File: src/rtl/fetch_pkg.sv
// fetch_pkg: shared definitions for the instruction-fetch slice.
//   - fetch_state_e : 2-bit controller state (BOOT, RUN, HALT)
//   - DATA_W_DEF    : default instruction / pc width
//   - ADDR_W_DEF    : default ROM address width
//   - RESET_VEC_DEF : default address loaded into the pc after reset
package fetch_pkg;

  localparam int          DATA_W_DEF    = 16;
  localparam int          ADDR_W_DEF    = 15;
  localparam logic [15:0] RESET_VEC_DEF = 16'h0000;

  typedef enum logic [1:0] {
    BOOT = 2'd0,
    RUN  = 2'd1,
    HALT = 2'd2
  } fetch_state_e;

endpackage

File: src/rtl/fetch_buf.sv
// fetch_buf: DEPTH-entry synchronous FIFO holding fetched {pc, instr} words.
// Ports:
//   clk, rst       - rising-edge clock, asynchronous active-low reset
//   push/push_data - write one entry (accepted when not full, or full with a pop)
//   pop            - retire the head entry (ignored when empty)
//   flush          - discard all entries; applied after this cycle's pop/push
//   head_data      - current head entry (registered storage)
//   count          - number of valid entries
//   valid          - head entry is valid
import fetch_pkg::*;

module fetch_buf #(
  parameter int W     = 32,
  parameter int DEPTH = 2
) (
  input  logic                     clk,
  input  logic                     rst,
  input  logic                     push,
  input  logic [W-1:0]             push_data,
  input  logic                     pop,
  input  logic                     flush,
  output logic [W-1:0]             head_data,
  output logic [$clog2(DEPTH):0]   count,
  output logic                     valid
);

  localparam int PW = $clog2(DEPTH);
  localparam int CW = PW + 1;

  logic [W-1:0]  mem_q [DEPTH];
  logic [W-1:0]  mem_d [DEPTH];
  logic [PW-1:0] wr_ptr_q, wr_ptr_d;
  logic [PW-1:0] rd_ptr_q, rd_ptr_d;
  logic [CW-1:0] cnt_q, cnt_d;
  logic          do_push, do_pop;

  always_comb begin
    mem_d    = mem_q;
    wr_ptr_d = wr_ptr_q;
    rd_ptr_d = rd_ptr_q;
    do_pop   = pop && (cnt_q != '0);
    // A full buffer can still take a word when the head leaves the same cycle.
    do_push  = push && ((cnt_q != CW'(DEPTH)) || do_pop);
    if (do_push) begin
      mem_d[wr_ptr_q] = push_data;
      wr_ptr_d        = wr_ptr_q + 1'b1;
    end
    if (do_pop) begin
      rd_ptr_d = rd_ptr_q + 1'b1;
    end
    cnt_d = cnt_q + CW'(do_push) - CW'(do_pop);
    if (flush) begin
      wr_ptr_d = '0;
      rd_ptr_d = '0;
      cnt_d    = '0;
    end
  end

  always_ff @(posedge clk or negedge rst) begin
    if (!rst) begin
      for (int i = 0; i < DEPTH; i++) begin
        mem_q[i] <= '0;
      end
      wr_ptr_q <= '0;
      rd_ptr_q <= '0;
      cnt_q    <= '0;
    end else begin
      mem_q    <= mem_d;
      wr_ptr_q <= wr_ptr_d;
      rd_ptr_q <= rd_ptr_d;
      cnt_q    <= cnt_d;
    end
  end

  assign head_data = mem_q[rd_ptr_q];
  assign count     = cnt_q;
  assign valid     = (cnt_q != '0);

endmodule

File: src/rtl/fetch_unit.sv
// fetch_unit: instruction-fetch controller sitting downstream of the pc block.
// Ports:
//   clk, rst              - rising-edge clock, asynchronous active-low reset
//   pc_out                - current pc value
//   pc_in/pc_load/pc_inc  - pc control (load target / load strobe / increment)
//   rom_en/rom_addr       - synchronous ROM read request
//   rom_data              - ROM read data, valid the cycle after rom_en
//   jmp_valid/jmp_addr    - single-cycle redirect request and target
//   halt                  - level request to stop issuing new fetches
//   instr_valid/ready     - handshake toward decode
//   instr_data/instr_pc   - head instruction and its address
import fetch_pkg::*;

module fetch_unit #(
  parameter int                DATA_W    = DATA_W_DEF,
  parameter int                ADDR_W    = ADDR_W_DEF,
  parameter int                DEPTH     = 2,
  parameter logic [DATA_W-1:0] RESET_VEC = DATA_W'(RESET_VEC_DEF)
) (
  input  logic              clk,
  input  logic              rst,
  input  logic [DATA_W-1:0] pc_out,
  output logic [DATA_W-1:0] pc_in,
  output logic              pc_load,
  output logic              pc_inc,
  output logic              rom_en,
  output logic [ADDR_W-1:0] rom_addr,
  input  logic [DATA_W-1:0] rom_data,
  input  logic              jmp_valid,
  input  logic [DATA_W-1:0] jmp_addr,
  input  logic              halt,
  output logic              instr_valid,
  input  logic              instr_ready,
  output logic [DATA_W-1:0] instr_data,
  output logic [DATA_W-1:0] instr_pc
);

  localparam int CW = $clog2(DEPTH) + 1;

  fetch_state_e      state_q, state_d;
  logic              pending_q, pending_d;
  logic [DATA_W-1:0] pend_pc_q, pend_pc_d;
  logic              discard_q, discard_d;

  logic [CW-1:0]       buf_count;
  logic [2*DATA_W-1:0] buf_head;
  logic                pop, push, flush, issue, credit_ok;
  logic [CW:0]         used;

  assign pop  = instr_valid & instr_ready;
  assign push = pending_q & ~discard_q;

  // Slots committed after this edge: buffered words, plus the word still
  // returning from the ROM, minus the head leaving now. Issuing only while
  // this is below DEPTH keeps the buffer from ever overflowing.
  assign used      = {1'b0, buf_count} + {{CW{1'b0}}, pending_q} - {{CW{1'b0}}, pop};
  assign credit_ok = (used < (CW+1)'(DEPTH));

  always_comb begin
    state_d   = state_q;
    pending_d = 1'b0;
    pend_pc_d = pend_pc_q;
    discard_d = 1'b0;
    issue     = 1'b0;
    flush     = 1'b0;
    pc_load   = 1'b0;
    pc_inc    = 1'b0;
    pc_in     = '0;
    rom_en    = 1'b0;
    rom_addr  = '0;

    case (state_q)
      BOOT: begin
        pc_load = 1'b1;
        pc_in   = RESET_VEC;
        state_d = halt ? HALT : RUN;
      end
      RUN: begin
        if (halt) begin
          state_d = HALT;
        end else if (credit_ok) begin
          issue = 1'b1;
        end
      end
      HALT: begin
        if (!halt) begin
          state_d = RUN;
        end
      end
      default: state_d = BOOT;
    endcase

    // A redirect overrides everything, including the BOOT load. The word
    // returning this cycle dies with the flush; discard marks it dead as well.
    if (jmp_valid) begin
      issue     = 1'b0;
      flush     = 1'b1;
      pc_load   = 1'b1;
      pc_in     = jmp_addr;
      discard_d = pending_q;
      state_d   = halt ? HALT : RUN;
    end

    if (issue) begin
      rom_en    = 1'b1;
      rom_addr  = pc_out[ADDR_W-1:0];
      pc_inc    = 1'b1;
      pending_d = 1'b1;
      pend_pc_d = pc_out;
    end

    // pc and ROM controls must fall as soon as reset is asserted, not at the
    // next edge.
    if (!rst) begin
      pc_load  = 1'b0;
      pc_inc   = 1'b0;
      pc_in    = '0;
      rom_en   = 1'b0;
      rom_addr = '0;
    end
  end

  always_ff @(posedge clk or negedge rst) begin
    if (!rst) begin
      state_q   <= BOOT;
      pending_q <= 1'b0;
      pend_pc_q <= '0;
      discard_q <= 1'b0;
    end else begin
      state_q   <= state_d;
      pending_q <= pending_d;
      pend_pc_q <= pend_pc_d;
      discard_q <= discard_d;
    end
  end

  fetch_buf #(
    .W     (2*DATA_W),
    .DEPTH (DEPTH)
  ) u_buf (
    .clk       (clk),
    .rst       (rst),
    .push      (push),
    .push_data ({pend_pc_q, rom_data}),
    .pop       (pop),
    .flush     (flush),
    .head_data (buf_head),
    .count     (buf_count),
    .valid     (instr_valid)
  );

  assign instr_pc   = buf_head[2*DATA_W-1:DATA_W];
  assign instr_data = buf_head[DATA_W-1:0];

endmodule

File: config.mk
export PLATFORM = sky130hd
export DESIGN_NAME = fetch_unit
export DESIGN_NICKNAME = d
export VERILOG_FILES = /design/src/rtl/fetch_pkg.sv /design/src/rtl/fetch_buf.sv /design/src/rtl/fetch_unit.sv
export SDC_FILE = /design/constraint.sdc
export NUM_CORES = 1
export LEC_CHECK = 0
export ABC_CLOCK_PERIOD_IN_PS = 2900
export CORE_UTILIZATION = 43
export CTS_CLUSTER_SIZE = 10
export DETAILED_ROUTE_END_ITERATION = 16
export GPL_ROUTABILITY_DRIVEN = 0
export PLACE_DENSITY_LB_ADDON = 0.3
export SLEW_MARGIN = 30
export SYNTH_ARGS = -nofsm -noshare
export SYNTH_HDL_FRONTEND = slang
export SYNTH_SLANG_ARGS = --single-unit
export TNS_END_PERCENT = 50
File: constraint.sdc
create_clock -name clk -period 2.9 [get_ports clk]
set_input_delay 0.58 -clock clk [delete_from_list [all_inputs] [get_ports clk]]
set_output_delay 0.58 -clock clk [all_outputs]
set_load 0.005 [all_outputs]
==> results.ini, run 1 <==
[outcome]
status=finished with violations
violations=negative setup slack

[grt]
overflow=0
grt_pass1_wl_mm=14.2
antenna_found_initial=0
grt_max_degree=48
grt_pass1_vias=2800
grt.total_usage=0.184

[sta]
hold_viol=0
rsz0062_at_grt=true
slew_headroom=0.690
fin_crit_ns=3.19
fin_ws_ns=-0.289
tightest_slew_ns=0.465
finClkSkew_ns=0.0129
setup_violations=17
maxSlewViolCount=0
max_freq_ghz=0.314
post-route-period-util=1.10

[drt]
drt-pass1-iter-count=4
post_drt_wl_per_cell_um=15.9
vias=2697
drt_iter0_markers=43
via_per_inst=4.85
ant_nets=0
wl_mm=8.81
drcViolationCount=0

[synthesis]
synth_top_area_cell=dfrtp_1
post-synth-top-count-cell=dfrtp_1
synth.distinct_cells=28
syn_area_um2=4170
synth.area.top_cells=dfrtp_1 53%, mux2_2 22%, mux2_4 10%
synth_top_area_share=0.528
syn_avg_cell_area_um2=14.7
synth.net_count=341
ys_seq_elements=88
synth_seq_area_share=0.528
synth_common_cells=88 x dfrtp_1, 83 x mux2_2, 31 x and3_1, 29 x mux2_4, 9 x clkbuf_1
synth_edf_count=0
yosysWarningCount=0
synthArstFlopShare=1.00
synthCells=284
synth_top_flop_cell=dfrtp_1

[clocking]
cts-root-buf=clkbuf_8
cts-buffers-inserted=9
ctsLongestPathBuffers=2
cts_tree=yes
clkTransAtPathRegs_ns=0.08
clock-sinks=88
insertion_delay_ns=0.36
h-tree-depth=3

[pwr]
p_sw_mw=1.31
ir_drop_mv=0.340
leakage_nw=2.83
p_int_mw=3.71
combPwrFrac=0.421
p_per_area_nw_per_um2=852
pwr-share-clk=0.198
total_power_mw=5.02
pwr-share-seq=0.381
switching_share=0.261

[floorplanning]
top_level_ports=120
fp.dieW_um=100
rows=35
initial_core_util=0.447
dieArea_um2=10100
core_um2=9330
die_y_um=100

[placement]
io_buffers=119
post-place-ws_ns=-0.913
hpwl_mm=5.73

[critical_path]
end_kind=output port
path_cells=o21a_1 > ha_1 > inv_2 > nand2_2 > fa_2 > and4_4 > buf_12 > clkbuf_16 > and2_4 > buf_6
cp.required_ns=2.32
critPathMaxStageDelay_ns=0.51
slowest_stage=fa_2
cp.arrival_ns=2.61
cp-start-kind=register
crit_fanout=6
critPathKind=reg2out

[min_path]
hold_class=in2async

[cells_and_area]
utilization=0.632
drive_gt1_frac=0.445
area_growth_pct=41.4
diodes=0
final_nets=481
nFillCells=739

[run]
maxCapViolations=0

==> cell usage in the layout (no fill, tap or decap) <==
cell type        synthesis  layout
nor2b_1                  2       2
dfrtp_1                 88      87
clkinvlp_4               0       1
mux2_2                  83      83
clkdlybuf4s15_1          0       1
inv_6                    0       1
clkbuf_8                 0       9
a21oi_1                  2       2
nor2_1                   5       5
mux2_4                  29      29
and4_4                   0       1
inv_1                    2       1
o21a_1                   2       2
and3_1                  31      26
and2_4                   0       1
or2_2                    1       1
or3_2                    0       1
buf_12                   3       4
bufinv_16                0       3
dfrtp_2                  0       1
clkbuf_16                0       1
nand2b_1                 1       1
clkdlybuf4s50_1          0     100
and2_1                   2       1
nand2_2                  0       1
ha_1                     3       3
inv_2                    0       1
buf_2                    3      10
xor2_1                   1       1
xnor2_1                  3       3
buf_6                    2       8
a21boi_0                 1       1
fa_2                     0       1
buf_4                    4      26
o21ai_0                  1       1
nor3b_4                  1       2
and3_4                   0       5
==> cell type report <==
type	count	area, µm²	share of cell area
Sequential cell	88	2200	0.374
Tap cell	129	161	0.0274
Multi-Input combinational cell	173	1840	0.313
Clock inverter	5	106	0.0180
Timing Repair Buffer	150	1450	0.246
Inverter	2	7.51	0.00127
Clock buffer	9	124	0.0210
==> timing repair <==
action | in CTS | in global routing
hold buffers | 0 | 0
setup endpoints to repair | 17 | 17
resized for setup | 74 | 15
gates cloned | 1 | 1
pin swaps | 8 | 3
setup buffers | 7 | 0
==> sequential cells by signal, indices dropped and copies added (netlist names) <==
register and count:
u_buf.mem_q 64, pending_q 1, u_buf.rd_ptr_q 1, u_buf.count 2, u_buf.wr_ptr_q 1, pend_pc_q 16
state_q 2, discard_q 1
==> metrics by stage <==
step	instance area [µm²]	setup TNS, ns	hold slack (ns)	cells
2_1_floorplan	4190	0	0.284	284
3_3_place_gp	5590	-16.35	0.462	535
3_5_place_dp	5590	-17.34	0.481	535
4_1_cts	5890	-5.73	0.177	557
5_1_grt	5900	-6.16	0.174	556
6_report	5900	-4.39	0.170	556
==> per-layer routing <==
layer	wire length, µm	global-route usage
met5	0	0
met4	104	0.0602
met3	360	0.0520
met2	4320	0.300
met1	4030	0.238
==> worst max-delay path: cells and delay by family, from the launching register on <==
kind | cells | cell delay, ns
compound gates | 1 | 0.21
fa+ha+maj | 2 | 0.79
flops | 1 | 0.39
buf+inv | 4 | 0.40
simple gates | 3 | 0.46
==> power by group through the flow <==
stage | clock network (mW) | registers, mW | logic (mW)
2_1_floorplan | 0 | 1.86 | 1.17
6_report | 0.994 | 1.92 | 2.11
4_1_cts | 1.02 | 1.91 | 2.15
3_5_place_dp | 0 | 1.94 | 2.08
5_1_grt | 1.07 | 1.98 | 2.27
3_3_place_gp | 0 | 1.91 | 2.05
==> cell families after synthesis <==
kind of cell / Yosys count / share of synthesized area
AO/OA/AOI/OAI: 6 / 0.00900
XOR/XNOR: 4 / 0.00840
adder cells (fa/ha/maj): 4 / 0.0138
buffers and inverters: 23 / 0.0405
flip-flops: 88 / 0.528
multiplexers: 112 / 0.328
AND/OR/NAND/NOR: 47 / 0.0720
==> worst paths after layout <==
kind / slack, ns / cells past startpoint / startpoint / to
worst max register to register: 0.28 / 10 / u_buf.count[0] / pend_pc_q[4]
worst max-delay path: -0.29 / 10 / u_buf.count[0] / pc_inc
worst min-delay path: 0.17 / 1 / rst / u_buf.count[0]
min in group clk: 0.49 / 1 / state_q[1] / state_q[0]
max in group asynchronous: 1.90 / 2 / rst / u_buf.mem_q[27]
worst min register to register: 0.49 / 1 / state_q[1] / state_q[0]
Note: power is estimated with default switching activity, not from simulation.
==> run 2: changes to the inputs <==
Settings changed: SLEW_MARGIN 30 to not set.
==> results of run 2 <==
No change in the layout: final DEF, timing and power equal those of run 1.
